### src/rtl/vga_pkg.sv
// vga_pkg: shared constants for the 1280x800 raster path.
//   - Default horizontal/vertical timing (active, porches, sync, totals).
//   - Coordinate widths X_W / Y_W.
//   - Draw-stage latency (cycles from draw_x/draw_y to valid pix_*).
//   - sync_t: the per-cycle {active, hs, vs} bundle carried down the delay line.
package vga_pkg;
   localparam int X_W = 11;
   localparam int Y_W = 10;

   localparam int H_ACTIVE_D = 1280;
   localparam int H_FP_D     = 64;
   localparam int H_SYNC_D   = 136;
   localparam int H_BP_D     = 200;
   localparam int H_TOTAL_D  = H_ACTIVE_D + H_FP_D + H_SYNC_D + H_BP_D;

   localparam int V_ACTIVE_D = 800;
   localparam int V_FP_D     = 1;
   localparam int V_SYNC_D   = 3;
   localparam int V_BP_D     = 24;
   localparam int V_TOTAL_D  = V_ACTIVE_D + V_FP_D + V_SYNC_D + V_BP_D;

   localparam int PIPE_DLY_D = 2;

   typedef struct packed {
      logic active;
      logic hs;
      logic vs;
   } sync_t;
endpackage

### src/rtl/vga_timing_gen_sync_delay.sv
// sync_delay: DEPTH-stage shift register for the {active, hs, vs} bundle.
// Ports:
//   clk, rst : clock, asynchronous active-high reset (clears every stage)
//   d_i      : bundle derived from the current counters
//   q_o      : the same bundle DEPTH cycles later
module sync_delay #(
   parameter int DEPTH = 2
) (
   input  logic       clk,
   input  logic       rst,
   input  logic [2:0] d_i,
   output logic [2:0] q_o
);
   logic [DEPTH-1:0][2:0] pipe_q;

   always_ff @(posedge clk or posedge rst) begin
      if (rst) begin
         pipe_q <= '0;
      end else begin
         pipe_q[0] <= d_i;
         for (int i = 1; i < DEPTH; i++) pipe_q[i] <= pipe_q[i-1];
      end
   end

   assign q_o = pipe_q[DEPTH-1];
endmodule

### src/rtl/vga_timing_gen.sv
// vga_timing_gen: raster counters, sync generation and blanked colour output.
// Ports:
//   clk, rst            : pixel clock, asynchronous active-high reset
//   draw_x, draw_y      : raw scan counters (include blanking region)
//   frame_tick          : one-cycle pulse at (0, V_ACTIVE), aligned with counters
//   pix_r/g/b           : colour from the draw stage, PIPE_DLY cycles behind coords
//   vga_r/g/b           : registered colour, forced to 0 outside the active area
//   hsync, vsync        : registered syncs, aligned with vga_*
//   frame_cnt           : frame counter, only when VGA_FRAME_CNT_EN is defined
// Counter-to-pin latency is PIPE_DLY+1 for both colour and syncs.
module vga_timing_gen
   import vga_pkg::*;
#(
   parameter int   H_ACTIVE = H_ACTIVE_D,
   parameter int   H_FP     = H_FP_D,
   parameter int   H_SYNC   = H_SYNC_D,
   parameter int   H_BP     = H_BP_D,
   parameter int   V_ACTIVE = V_ACTIVE_D,
   parameter int   V_FP     = V_FP_D,
   parameter int   V_SYNC   = V_SYNC_D,
   parameter int   V_BP     = V_BP_D,
   parameter logic H_POL    = 1'b0,
   parameter logic V_POL    = 1'b1,
   parameter int   PIPE_DLY = PIPE_DLY_D
) (
   input  logic           clk,
   input  logic           rst,
   output logic [X_W-1:0] draw_x,
   output logic [Y_W-1:0] draw_y,
   output logic           frame_tick,
   input  logic [3:0]     pix_r,
   input  logic [3:0]     pix_g,
   input  logic [3:0]     pix_b,
   output logic [3:0]     vga_r,
   output logic [3:0]     vga_g,
   output logic [3:0]     vga_b,
   output logic           hsync,
   output logic           vsync
`ifdef VGA_FRAME_CNT_EN
   ,
   output logic [15:0]    frame_cnt
`endif
);
   localparam int H_TOTAL = H_ACTIVE + H_FP + H_SYNC + H_BP;
   localparam int V_TOTAL = V_ACTIVE + V_FP + V_SYNC + V_BP;

   if (H_TOTAL > (1 << X_W) || V_TOTAL > (1 << Y_W) || PIPE_DLY < 1) begin : g_cfg_chk
      $error("vga_timing_gen: timing does not fit counter widths or PIPE_DLY < 1");
   end

   localparam logic [X_W-1:0] X_LAST   = X_W'(H_TOTAL - 1);
   localparam logic [Y_W-1:0] Y_LAST   = Y_W'(V_TOTAL - 1);
   localparam logic [X_W-1:0] X_ACT    = X_W'(H_ACTIVE);
   localparam logic [Y_W-1:0] Y_ACT    = Y_W'(V_ACTIVE);
   localparam logic [X_W-1:0] HS_START = X_W'(H_ACTIVE + H_FP);
   localparam logic [X_W-1:0] HS_END   = X_W'(H_ACTIVE + H_FP + H_SYNC - 1);
   localparam logic [Y_W-1:0] VS_START = Y_W'(V_ACTIVE + V_FP);
   localparam logic [Y_W-1:0] VS_END   = Y_W'(V_ACTIVE + V_FP + V_SYNC - 1);

   logic [X_W-1:0] x_q, x_d;
   logic [Y_W-1:0] y_q, y_d;
   logic           tick_q, tick_d;
   logic [3:0]     r_q, g_q, b_q;
   logic           hs_q, vs_q;
   sync_t          cur, dly;

   always_comb begin
      x_d = x_q + 1'b1;
      y_d = y_q;
      if (x_q == X_LAST) begin
         x_d = '0;
         y_d = (y_q == Y_LAST) ? '0 : y_q + 1'b1;
      end
      // Registered so the pulse lands in the same cycle the counters show (0, V_ACTIVE).
      tick_d = (x_d == '0) && (y_d == Y_ACT);
   end

   always_comb begin
      cur.active = (x_q < X_ACT) && (y_q < Y_ACT);
      cur.hs     = (x_q >= HS_START) && (x_q <= HS_END);
      cur.vs     = (y_q >= VS_START) && (y_q <= VS_END);
   end

   sync_delay #(.DEPTH(PIPE_DLY)) u_sync_delay (
      .clk (clk),
      .rst (rst),
      .d_i (cur),
      .q_o (dly)
   );

   always_ff @(posedge clk or posedge rst) begin
      if (rst) begin
         x_q    <= '0;
         y_q    <= '0;
         tick_q <= 1'b0;
         r_q    <= '0;
         g_q    <= '0;
         b_q    <= '0;
         hs_q   <= ~H_POL;
         vs_q   <= ~V_POL;
      end else begin
         x_q    <= x_d;
         y_q    <= y_d;
         tick_q <= tick_d;
         r_q    <= dly.active ? pix_r : 4'd0;
         g_q    <= dly.active ? pix_g : 4'd0;
         b_q    <= dly.active ? pix_b : 4'd0;
         hs_q   <= dly.hs ? H_POL : ~H_POL;
         vs_q   <= dly.vs ? V_POL : ~V_POL;
      end
   end

`ifdef VGA_FRAME_CNT_EN
   logic [15:0] fcnt_q;
   always_ff @(posedge clk or posedge rst) begin
      if (rst)         fcnt_q <= '0;
      else if (tick_q) fcnt_q <= fcnt_q + 16'd1;
   end
   assign frame_cnt = fcnt_q;
`endif

   assign draw_x     = x_q;
   assign draw_y     = y_q;
   assign frame_tick = tick_q;
   assign vga_r      = r_q;
   assign vga_g      = g_q;
   assign vga_b      = b_q;
   assign hsync      = hs_q;
   assign vsync      = vs_q;
endmodule

### config.mk
export PLATFORM = sky130hd
export DESIGN_NAME = vga_timing_gen
export DESIGN_NICKNAME = d
export VERILOG_FILES = /design/src/rtl/vga_pkg.sv /design/src/rtl/vga_timing_gen_sync_delay.sv /design/src/rtl/vga_timing_gen.sv
export SDC_FILE = /design/constraint.sdc
export NUM_CORES = 1
export LEC_CHECK = 0
export BUFFER_PORTS_ARGS = -buffer_cell sky130_fd_sc_hd__buf_2
export CAP_MARGIN = 20
export CORE_UTILIZATION = 50
export CTS_CLUSTER_DIAMETER = 40
export DETAILED_ROUTE_END_ITERATION = 16
export PLACE_DENSITY = 0.75
export SLEW_MARGIN = 20
export SYNTH_ARGS = -nofsm -noshare
export SYNTH_HDL_FRONTEND = slang
export SYNTH_HIERARCHICAL = 1
export SYNTH_SLANG_ARGS = --single-unit
### constraint.sdc
create_clock -name clk -period 2.9 [get_ports clk]
set_input_delay 0.58 -clock clk [delete_from_list [all_inputs] [get_ports clk]]
set_output_delay 0.58 -clock clk [all_outputs]
set_load 0.01 [all_outputs]
=== After elaboration in Yosys (flattened, before gate mapping) ===
Index checks and enable logic that the tools add are counted.
W data, S select, Z words.

* Input bits: 14
* Output and inout bits: 36
* Register bits: 42

* Multiplexer cells: 8
* Order comparisons: 6
* $add $sub $neg: 2
* Eq/ne operators: 3
* Reduce and logical (&&, ||, !) cells: 5

{| class="wikitable"
|+ Operators with widths
! kind !! number
|-
| $eq A10 B10 Y1 const B || 2
|-
| $mux W10 || 2
|-
| $mux W4 || 3
|-
| $add A11 B1 Y11 const B || 1
|-
| $eq A11 B11 Y1 const B || 1
|-
| $ge A11 B11 Y1 const B || 1
|-
| $le A11 B11 Y1 const B || 1
|-
| $logic_not A11 Y1 || 1
|-
| $lt A11 B11 Y1 const B || 1
|-
| $mux W11 || 1
|-
| $add A10 B1 Y10 const B || 1
|-
| $ge A10 B10 Y1 const B || 1
|-
| $le A10 B10 Y1 const B || 1
|-
| $lt A10 B10 Y1 const B || 1
|-
| $logic_and A1 B1 Y1 || 4
|-
| $mux W1 || 2
|}

=== Logic depth before layout (Yosys ltp) ===
Gate-level depths: netlist of the first run.

* Depth in word-level cells: 5
* Gate-level depth with buffers: 9
* Gate-level depth less buffers: 7

=== Modules after synthesis ===
The synthesis of the first run kept the hierarchy.

{| class="wikitable"
|+ Modules (own cells, without submodules)
! module !! cells an instance !! times used !! seq. area each (um^2) !! area an instance (um^2)
|-
| vga_timing_gen || 191 || 1 || 902.1 || 1,925.6
|-
| sync_delay || 10 || 1 || 150.1 || 176.4
|}

=== Least setup slack after synthesis of the first run ===
OpenSTA, ideal clock, no wires.

* Path kind: register -> register
* Start: reg x_q[0], in the netlist draw_x[0]
* End: reg tick_q, in the netlist frame_tick
* Data arrival time: 1.877 ns
* Path buffers: 2
* Required time: 2.832 ns
* Path slack: 0.955 ns
* Stages on the path, launching flop included: 10
* Period minus slack after synthesis: 1.945 ns
* Cells stage by stage: dfrtp_1 ha_1 and4_4 buf_6 and3_1 buf_6 nand2_1 xnor2_1 a2111oi_4 and4_1

* Word-level cells in the longest chain between the ends: 4

{| class="wikitable"
|+ RTL lines
! item !! line !! source
|-
| start: declaration || vga_timing_gen.sv:60 || <nowiki>logic [X_W-1:0] x_q, x_d;</nowiki>
|-
| start signal: assignment || vga_timing_gen.sv:93 || <nowiki>x_q <= '0;</nowiki>
|-
| start signal: assignment || vga_timing_gen.sv:102 || <nowiki>x_q <= x_d;</nowiki>
|-
| $add A11 B1 Y11 or $eq A11 B11 Y1 (tied branches) || vga_timing_gen.sv:68, vga_timing_gen.sv:70 ||
|-
| $mux W11 or $mux W10 (tied branches) || vga_timing_gen.sv:70 || <nowiki>if (x_q == X_LAST) begin</nowiki>
|-
| $logic_not A11 Y1 or $eq A10 B10 Y1 (tied branches) || vga_timing_gen.sv:75 || <nowiki>tick_d = (x_d == '0) && (y_d == Y_ACT);</nowiki>
|-
| $logic_and A1 B1 Y1 (*) || vga_timing_gen.sv:75 ||
|-
| named net tick_d || vga_timing_gen.sv:62 || <nowiki>logic tick_q, tick_d;</nowiki>
|-
| end signal: assignment || vga_timing_gen.sv:104 || <nowiki>tick_q <= tick_d;</nowiki>
|-
| end: declaration || vga_timing_gen.sv:62 ||
|}

Mark *: on every way through the listed nets, which the timed path passes. The rest lies on a longest branch.

=== Final worst setup path of the first run ===
Same ends and word-level chain as after synthesis.

==> results of run 1 <==
[power by group through the flow]
stage                     registers (uW)  logic, uW  clock network [uW]
after CTS                            595       41.0                 469
after global placement               607       40.1                   0
after global routing                 596       45.1                 491
after detailed placement             607       41.0                   0
after floorplan                      612       14.4                   0
final                                595       39.4                 455
[per-stage QoR]
step           worst slack [ns]  hold slack (ns)  util [%]  area, um2  total power, uW
2_1_floorplan            0.9550           0.3312         -       2102            626.5
3_3_place_gp             0.7479           0.3326     57.92       2333            646.9
3_5_place_dp             0.6455           0.3347     57.92       2333            647.6
4_1_cts                  0.5649           0.1873     60.65       2444             1105
5_1_grt                  0.4172           0.1987     60.65       2444             1132
6_report                 0.5421           0.1894     60.65       2444             1090
[cells by family (layout without fill, tap and decap cells)]
logic type               count (synthesis)  in the layout  share of synthesized area, %
AO/OA/AOI/OAI                           37             37                         12.20
XOR/XNOR                                13             13                         5.417
adder cells (fa/ha/maj)                  5              5                         2.976
buffers and inverters                   25             69                         6.131
flip-flops                              42             42                         50.06
multiplexers                             2              2                        0.9524
AND/OR/NAND/NOR                         77             77                         22.26
[worst max path at each step]
stage / end / slack (ns)
floorplan: frame_tick / 0.95
global placement: frame_tick / 0.75
detailed placement: frame_tick / 0.65
CTS: frame_tick / 0.56
global route: frame_tick / 0.42
finish: frame_tick / 0.54
[area by class of cell]
type	count	area, um2	share of cell area (%)
Timing Repair Buffer	51	260.3	10.65
Clock buffer	6	72.57	2.970
Tap cell	50	62.56	2.560
Sequential cell	42	1052	43.06
Clock inverter	2	37.54	1.536
Multi-Input combinational cell	134	920.9	37.69
Inverter	10	37.54	1.536
[state kept, by name, summed over array words and instances, names as in the netlist]
signal,cells
draw_x,11
draw_y,10
vga_b,4
vga_g,4
vga_r,4
u_sync_delay/pipe_q,3
u_sync_delay/q_o,3
frame_tick,1
hsync,1
vsync,1
[routing by layer]
| metal | GRT usage [%] | vias to the layer above | part of all wire (%) |
|---|---|---|---|
| met5 | 0 | - | 0 |
| met1 | 27.12 | 747 | 44 |
| met2 | 31.44 | 77 | 45 |
| li1 | - | 789 | - |
| met3 | 5.822 | 13 | 8.5 |
| met4 | 11.97 | 0 | 3.1 |
[layout by cell type, fill, tap and decap left out, drive strengths merged, types with 3 or more instances in the layout]
| cell | n |
|---|---|
| clkbuf | 6 |
| buf | 51 |
| o31ai | 4 |
| nor3 | 5 |
| nor2 | 8 |
| inv | 10 |
| nand4 | 5 |
| a21oi | 3 |
| and2 | 14 |
| o22ai | 3 |
| xnor2 | 9 |
| nand2 | 16 |
| ha | 5 |
| o21ai | 16 |
| xor2 | 4 |
| nand3 | 8 |
| and3 | 6 |
| and4 | 6 |
| dfrtp | 41 |
==> results.txt, run 1 <==
Hold Crit Class: primary input to asynchronous set/reset pin
Comb pwr share: 3.6%
clock group share of total power: 41.8%
most frequent cell after synthesis: dfrtp_1
Final ANT Viol Nets: 0
Bufs and invs on worst path: 0
final number of hold-violating endpoints: 0
top cells by count, synth: dfrtp_1, o21ai_0, and2_1, nand2_1, inv_1
H-Tree Level Count: 2
Die Y: 66.84 um
max-slew violations: 0
Yosys top cell area share: 48.81%
Sw Share: 20.42%
Post-synth EDFFs: 0
Final nets: 263
kind of critical path: flop to flop
vias per inst: 5.512
crit start category: flop
Syn Nets: 220
clk root buf: clkbuf_8
Seq/Total Area, Yosys: 50.06%
ant diodes: 0
Final Wtd Congestion: 0.8967
CP max stage delay: 0.47 ns
IO Pins: 50
register bit total from synthesis: 42
final setup fails: 0
wirelength, routed: 4.219 mm
post-route clock period utilization: 81.31%
Cell Rows: 23
Synth Instances: 201
post-synth cell types: 48
Setup Total Neg Slack: 0 ns
final non-filler cell total: 295
dominant cell type by area after synthesis: dfrtp_1
Critical Path Sink Type: flop
cts hold-fix bufs: 0
global-route wire length before repair: 6.789 mm
post-DP HPWL: 2.884 mm
FF-to-FF path depth: 7
Ys Warns: 6
reg2reg start: draw_x[0]
core area: 4029 um2
Die ar.: 4468 um2
ys async rst share: 100.0%
TritonCTS Buffers: 5
Worst path depth: 7
leakage: 0.001169 uW
status: finished, final reports clean
largest net degree at the start of global routing: 37
I/O Buffers: 49
WP data arrival: 2.59 ns
max-cap viol count: 0
DRC viols: 0
Crit path required time: 3.13 ns
Worst-Skew Late Latency: 0.29 ns
top_reg_cell synth: dfrtp_1
delay-heaviest family, CP: simple AND/OR/NAND/NOR gates
DP Cell Count: 287
CTS tree: yes
slowest CP cell: and3_1
number of global-route vias before repair: 1,416
Sink Count: 42
reg2reg setup slack: 0.54 ns
worst-margin pin slew: 0.5781 ns
Psw: 222.5 uW
syn_area_per_cell: 10.46 um2
initial antenna violation count: 0
Layout area overhead: 16.25%
slew margin rel.: 61.13%
via count: 1,626
Total Routing Usage GR: 21.04%
post-cts repair resize count: 0
layout cell share with drive strength beyond 1: 28.16%
synthesized area: 2102 um2
Max VDD drop: 0.1964 mV
Final min period: 2.358 ns
CP Cell Sequence: ha_1 -> and4_4 -> and3_1 -> nand2_1 -> xnor2_1 -> a2111oi_4 -> and4_1
deepest clock path buffer count: 2
power density over cell area: 445.9 nW/um2
Layout fillers: 358
CP startpoint: draw_x[0]
dominant cells by area after synthesis: dfrtp_1, and2_1, o21ai_0, xnor2_1, ha_1
Iteration-0 DRC Markers: 58
f_max: 424.1 MHz
Int Pwr: 867.2 uW
Initial Util: 52.17%
Detailed Routing Iterations Pass 1: 4
Reg2Reg Capture Point: frame_tick
clk slew on worst S/H paths: 0.08 ns
worst-path maximum fanout: 12
Flop pwr share: 54.6%
Setup Buffers After CTS: 0
Congestion Overflow GR: 0
Wirelength per Cell: 14.30 um
skew final: 0.004139 ns
Die Width: 66.84 um
RSZ-0062 raised after global routing: no
Note: power is estimated with default switching activity, not from simulation.
==> run 2: changes to the inputs <==
--- a/config.mk
+++ b/config.mk
@@ -5,12 +5,13 @@
 export SDC_FILE = /design/constraint.sdc
 export NUM_CORES = 1
 export LEC_CHECK = 0
+export ABC_AREA = 1
 export BUFFER_PORTS_ARGS = -buffer_cell sky130_fd_sc_hd__buf_2
 export CAP_MARGIN = 20
-export CORE_UTILIZATION = 50
+export CORE_UTILIZATION = 49
 export CTS_CLUSTER_DIAMETER = 40
 export DETAILED_ROUTE_END_ITERATION = 16
-export PLACE_DENSITY = 0.75
+export PLACE_DENSITY = 0.76
 export SLEW_MARGIN = 20
 export SYNTH_ARGS = -nofsm -noshare
 export SYNTH_HDL_FRONTEND = slang
==> constraint.sdc (replaced) <==
create_clock -name clk -period 2 [get_ports clk]
set_input_delay 0.4 -clock clk [delete_from_list [all_inputs] [get_ports clk]]
set_output_delay 0.4 -clock clk [all_outputs]
set_load 0.01 [all_outputs]
==> results.txt, run 2 <==
TritonCTS Buffers: 5
Worst-Skew Late Latency: 0.30 ns
Final Wtd Congestion: 0.9246
post-route worst setup slack: 0.2588 ns
Layout area overhead: 18.16%
metal2 WL: 2.256 mm
cts hold-fix bufs: 0
Detailed Routing Iterations Pass 1: 4
WP data arrival: 1.97 ns
power density over cell area: 564.2 nW/um2
core area: 4384 um2
via count: 1,985
Max VDD drop: 0.3477 mV
largest net degree at the start of global routing: 24
Total Routing Usage GR: 22.34%
status: finished, final reports clean
register bit total from synthesis: 42
Critical Path Sink Type: flop
reg2reg start: draw_y[1]
CP max stage delay: 0.45 ns
most common cell after layout, fill and taps aside: nand2_1
DP Cell Count: 388
Ys Warns: 6
DRC viols: 0
Syn Nets: 310
dominant cells by area after synthesis: dfrtp_1, nand2_1, inv_1, nor2_1, nand3_1
leakage: 0.001514 uW
initial antenna violation count: 0
I/O Buffers: 49
max reg flops: 11
crit start category: flop
Congestion Overflow GR: 0
f_max: 574.3 MHz
most frequent cells in the layout: nand2_1, inv_1, buf_2
H-Tree Level Count: 2
Yosys top cell area share: 45.68%
ant diodes: 0
post-synth cell types: 33
Sink Count: 42
post-place setup slack: 0.1443 ns
clk root buf: clkbuf_8
top_reg_cell synth: dfrtp_1
number of global-route vias before repair: 1,841
Post-synth EDFFs: 0
top cells by count, synth: nand2_1, inv_1, dfrtp_1
Setup Total Neg Slack: 0 ns
WL met1: 2.217 mm
Synth Instances: 291
deepest clock path buffer count: 2
CTS tree: yes
slowest CP cell: dfrtp_1
Tot Pwr: 1497 uW
wirelength, routed: 4.891 mm
top sig layer: met4
CP Cell Sequence: ha_2 -> inv_1 -> nor3_1 -> nand4_1 -> nand2_1 -> nand2_1 -> nor2_1 -> nand2_1 -> nor3_2
Seq/Total Area, Yosys: 46.85%
CP startpoint: draw_y[1]
vias per inst: 5.013
RSZ-0062 raised after global routing: no
final setup fails: 0
met3 routed WL: 331 um
Final nets: 362
layout cell share with drive strength beyond 1: 23.84%
ys async rst share: 100.0%
Layout fillers: 413
post-route clock period utilization: 87.06%
Hold Crit Class: primary input to asynchronous set/reset pin
Iteration-0 DRC Markers: 172
Wirelength per Cell: 12.35 um
Final min period: 1.741 ns
synthesized area: 2246 um2
Die Width: 69.70 um
max-slew violations: 0
worst-path maximum fanout: 6
worst-margin pin slew: 0.5440 ns
post-DP HPWL: 3.702 mm
Final ANT Viol Nets: 0
clk slew on worst S/H paths: 0.09 ns
final non-filler cell total: 396
Crit path required time: 2.23 ns
most frequent cell after synthesis: nand2_1
Cell Rows: 24
dominant cell type by area after synthesis: dfrtp_1
final number of hold-violating endpoints: 0
Die ar.: 4858 um2
IO Pins: 50
Initial Util: 51.23%
max-cap viol count: 0
kind of critical path: flop to flop
Die Y: 69.70 um
syn_area_per_cell: 7.718 um2
crit-path most repeated cell: nand2_1
skew final: 0.007731 ns
slew margin rel.: 63.70%
global-route wire length before repair: 8.473 mm
run 2: logic make-up after synthesis:
kind of cell    after synthesis  synth area share [%]
compound gates               12                 3.120
xor+xnor                      2                0.7801
simple gates                166                 34.76
flops                        42                 46.85
buf+inv                      64                 11.70
fa+ha+maj                     5                 2.786
run 2: report_power, final:
group,switching (uW),internal (uW)
Sequential,2.32,860
Clock,320,252
Combinational,36.4,25.5
run 2: area by class of cell:
class	count	area (um2)	share of cell area [%]
Timing Repair Buffer	52	280.3	10.56
Multi-Input combinational cell	185	945.9	35.64
Clock inverter	3	25.02	0.9429
Clock buffer	5	68.82	2.593
Tap cell	52	65.06	2.452
Inverter	57	216.5	8.157
Sequential cell	42	1052	39.65
run 2: repair_timing:
action / 4_1_cts / 5_1_grt
resized for setup: 0 / 3
endpoints found under the setup margin: 0 / 1
setup buffers: 0 / 0
run 2: metal layers:
layer | track usage, % | vias up
met4 | 8.667 | 0
met3 | 5.669 | 8
met5 | 0 | -
li1 | - | 997
met1 | 29.19 | 912
met2 | 35.71 | 68
run 2: final timing paths:
| check | endpoint | slack, ns | depth (start not counted) |
|---|---|---|---|
| worst max register to register | frame_tick | 0.26 | 9 |
| worst min-delay path | u_sync_delay/q_o[1] | 0.003 | 2 |
| min in group clk | vga_b[1] | 0.28 | 3 |
| worst min register to register | u_sync_delay/q_o[1] | 0.35 | 0 |
| worst max-delay path | frame_tick | 0.26 | 9 |
| max in group asynchronous | draw_x[10] | 1.34 | 3 |
run 2: worst max-delay path: cells and delay by family, from the launching register on:
kind | cells | cell delay (ns)
adder cells (fa/ha/maj) | 1 | 0.27
flip-flops | 1 | 0.45
buffers and inverters | 1 | 0.06
AND/OR/NAND/NOR | 7 | 0.88
run 2: per-stage QoR:
step                      hold WS, ns  util, %  instance area (um2)
after floorplan                0.1910        -                 2246
after global placement         0.3318    58.05                 2545
after detailed placement       0.3347    58.05                 2545
after CTS                    0.008530    60.19                 2639
after global routing         0.005369    60.53                 2654
final                        0.002517    60.53                 2654
==> run 3: changes to the inputs <==
--- a/config.mk
+++ b/config.mk
@@ -8,10 +8,12 @@
 export ABC_AREA = 1
 export BUFFER_PORTS_ARGS = -buffer_cell sky130_fd_sc_hd__buf_2
 export CAP_MARGIN = 20
+export CORE_ASPECT_RATIO = 1.5
 export CORE_UTILIZATION = 49
 export CTS_CLUSTER_DIAMETER = 40
 export DETAILED_ROUTE_END_ITERATION = 16
 export PLACE_DENSITY = 0.76
+export SKIP_LAST_GASP = 1
 export SLEW_MARGIN = 20
 export SYNTH_ARGS = -nofsm -noshare
 export SYNTH_HDL_FRONTEND = slang
==> constraint.sdc (replaced) <==
create_clock -name clk -period 2 [get_ports clk]
set_input_delay 0.1 -clock clk [delete_from_list [all_inputs] [get_ports clk]]
set_output_delay 0.1 -clock clk [all_outputs]
set_load 0.01 [all_outputs]
==> results.txt, run 3 (synthesized netlist as in run 2, its figures left out) <==
number of global-route vias before repair: 1,855
Wirelength per Cell: 12.58 um
Congestion Overflow GR: 0
top sig layer: met4
H-Tree Level Count: 2
clk slew on worst S/H paths: 0.09 ns
Cell Rows: 29
leakage: 0.001566 uW
final non-filler cell total: 397
post-route worst setup slack: 0.2447 ns
kind of critical path: flop to flop
post-route clock period utilization: 87.76%
crit start category: flop
Iteration-0 DRC Markers: 66
Max VDD drop: 0.3249 mV
slew margin rel.: 58.48%
met3 routed WL: 236 um
Setup Buffers After CTS: 0
global-route wire length before repair: 8.314 mm
core area: 4318 um2
max reg flops: 11
layout cell share with drive strength beyond 1: 22.79%
deepest clock path buffer count: 2
Die Y: 84.92 um
metal2 WL: 2.505 mm
Sink Count: 42
most frequent cells in the layout: nand2_1, inv_1, buf_2
RSZ-0062 raised after global routing: no
Die Width: 57.28 um
clk root buf: clkbuf_8
CTS tree: yes
ant diodes: 0
initial antenna violation count: 0
worst-margin pin slew: 0.6221 ns
WL met1: 2.077 mm
Final Wtd Congestion: 0.9596
Critical Path Sink Type: flop
Crit path required time: 2.22 ns
DP Cell Count: 381
Die ar.: 4864 um2
Setup Total Neg Slack: 0 ns
failing checks: DRC
via count: 2,021
IO Pins: 50
DRC viols: 5
max-slew violations: 0
WP data arrival: 1.98 ns
post-place setup slack: 0.1455 ns
f_max: 569.7 MHz
Layout area overhead: 22.45%
vias per inst: 5.091
power density over cell area: 628.1 nW/um2
Worst-Skew Late Latency: 0.29 ns
Detailed Routing Iterations Pass 1: 11
worst-path maximum fanout: 8
largest net degree at the start of global routing: 23
Final nets: 369
status: complete, but fails checks
final number of hold-violating endpoints: 0
TritonCTS Buffers: 5
post-DP HPWL: 3.757 mm
I/O Buffers: 49
skew final: 0.007052 ns
Initial Util: 52.01%
max-cap viol count: 0
Final min period: 1.755 ns
reg2reg setup slack: 0.24 ns
Hold Crit Class: primary input to flop
final setup fails: 0
wirelength, routed: 4.996 mm
Total Routing Usage GR: 22.22%
Final ANT Viol Nets: 0
most common cell after layout, fill and taps aside: nand2_1
## run 3: layout make-up
type	instances	area (um2)
Fill cell	370	1568
Inverter	57	216.5
Clock inverter	3	68.82
Timing Repair Buffer	59	352.8
Tap cell	46	57.56
Clock buffer	5	68.82
Multi-Input combinational cell	185	933.4
Sequential cell	42	1052
## run 3: critical path: stages (launching register included)
cell and delay [ns]:
dfrtp_1 0.41, ha_2 0.31, nand3_4 0.13, nor2_4 0.21, nand3_1 0.09, nand2_1 0.08, nand3_2 0.09, nor2_1 0.12
nand2_1 0.08, nor3_2 0.16
## run 3: worst paths after layout
check | cells after the start | start | to
max | 9 | draw_x[0] | frame_tick
min | 3 | pix_r[1] | vga_r[1]
max reg2reg | 9 | draw_x[0] | frame_tick
min reg2reg | 0 | u_sync_delay/pipe_q[0] | u_sync_delay/q_o[0]
max in group asynchronous | 4 | rst | vga_b[0]
min in group asynchronous | 3 | rst | u_sync_delay/q_o[1]
## run 3: where the power goes
part / total (uW) / leakage, uW / internal (uW) / switching [uW]
clock network: 790 / 0.0000683 / 500 / 290
registers: 863 / 0.000531 / 860 / 2.28
logic: 74.6 / 0.000967 / 35.7 / 38.9
total: 1730 / 0.00157 / 1400 / 331
## run 3: repair_timing
| item | CTS | global route |
|---|---|---|
| resized for setup | 0 | 1 |
| setup endpoints to repair | 0 | 1 |
| endpoints found under the hold margin | 26 | 0 |
| hold buffers | 8 | 0 |
## run 3: metrics by stage
stage	total power, uW	hold WS [ns]	area [um2]	util, %
global placement	941.6	0.03664	2530	58.59
floorplan	909.1	-0.1090	2246	-
global route	1790	0.002055	2750	63.69
CTS	1748	0.0009699	2748	63.63
detailed placement	943.1	0.03730	2530	58.59
finish	1727	0.006861	2750	63.69
## run 3: layer usage
metal  up-vias  track usage (%)
met3        17            4.421
met2        74            37.86
met5         -                0
met4         0            9.978
li1       1009                -
met1       921            26.79
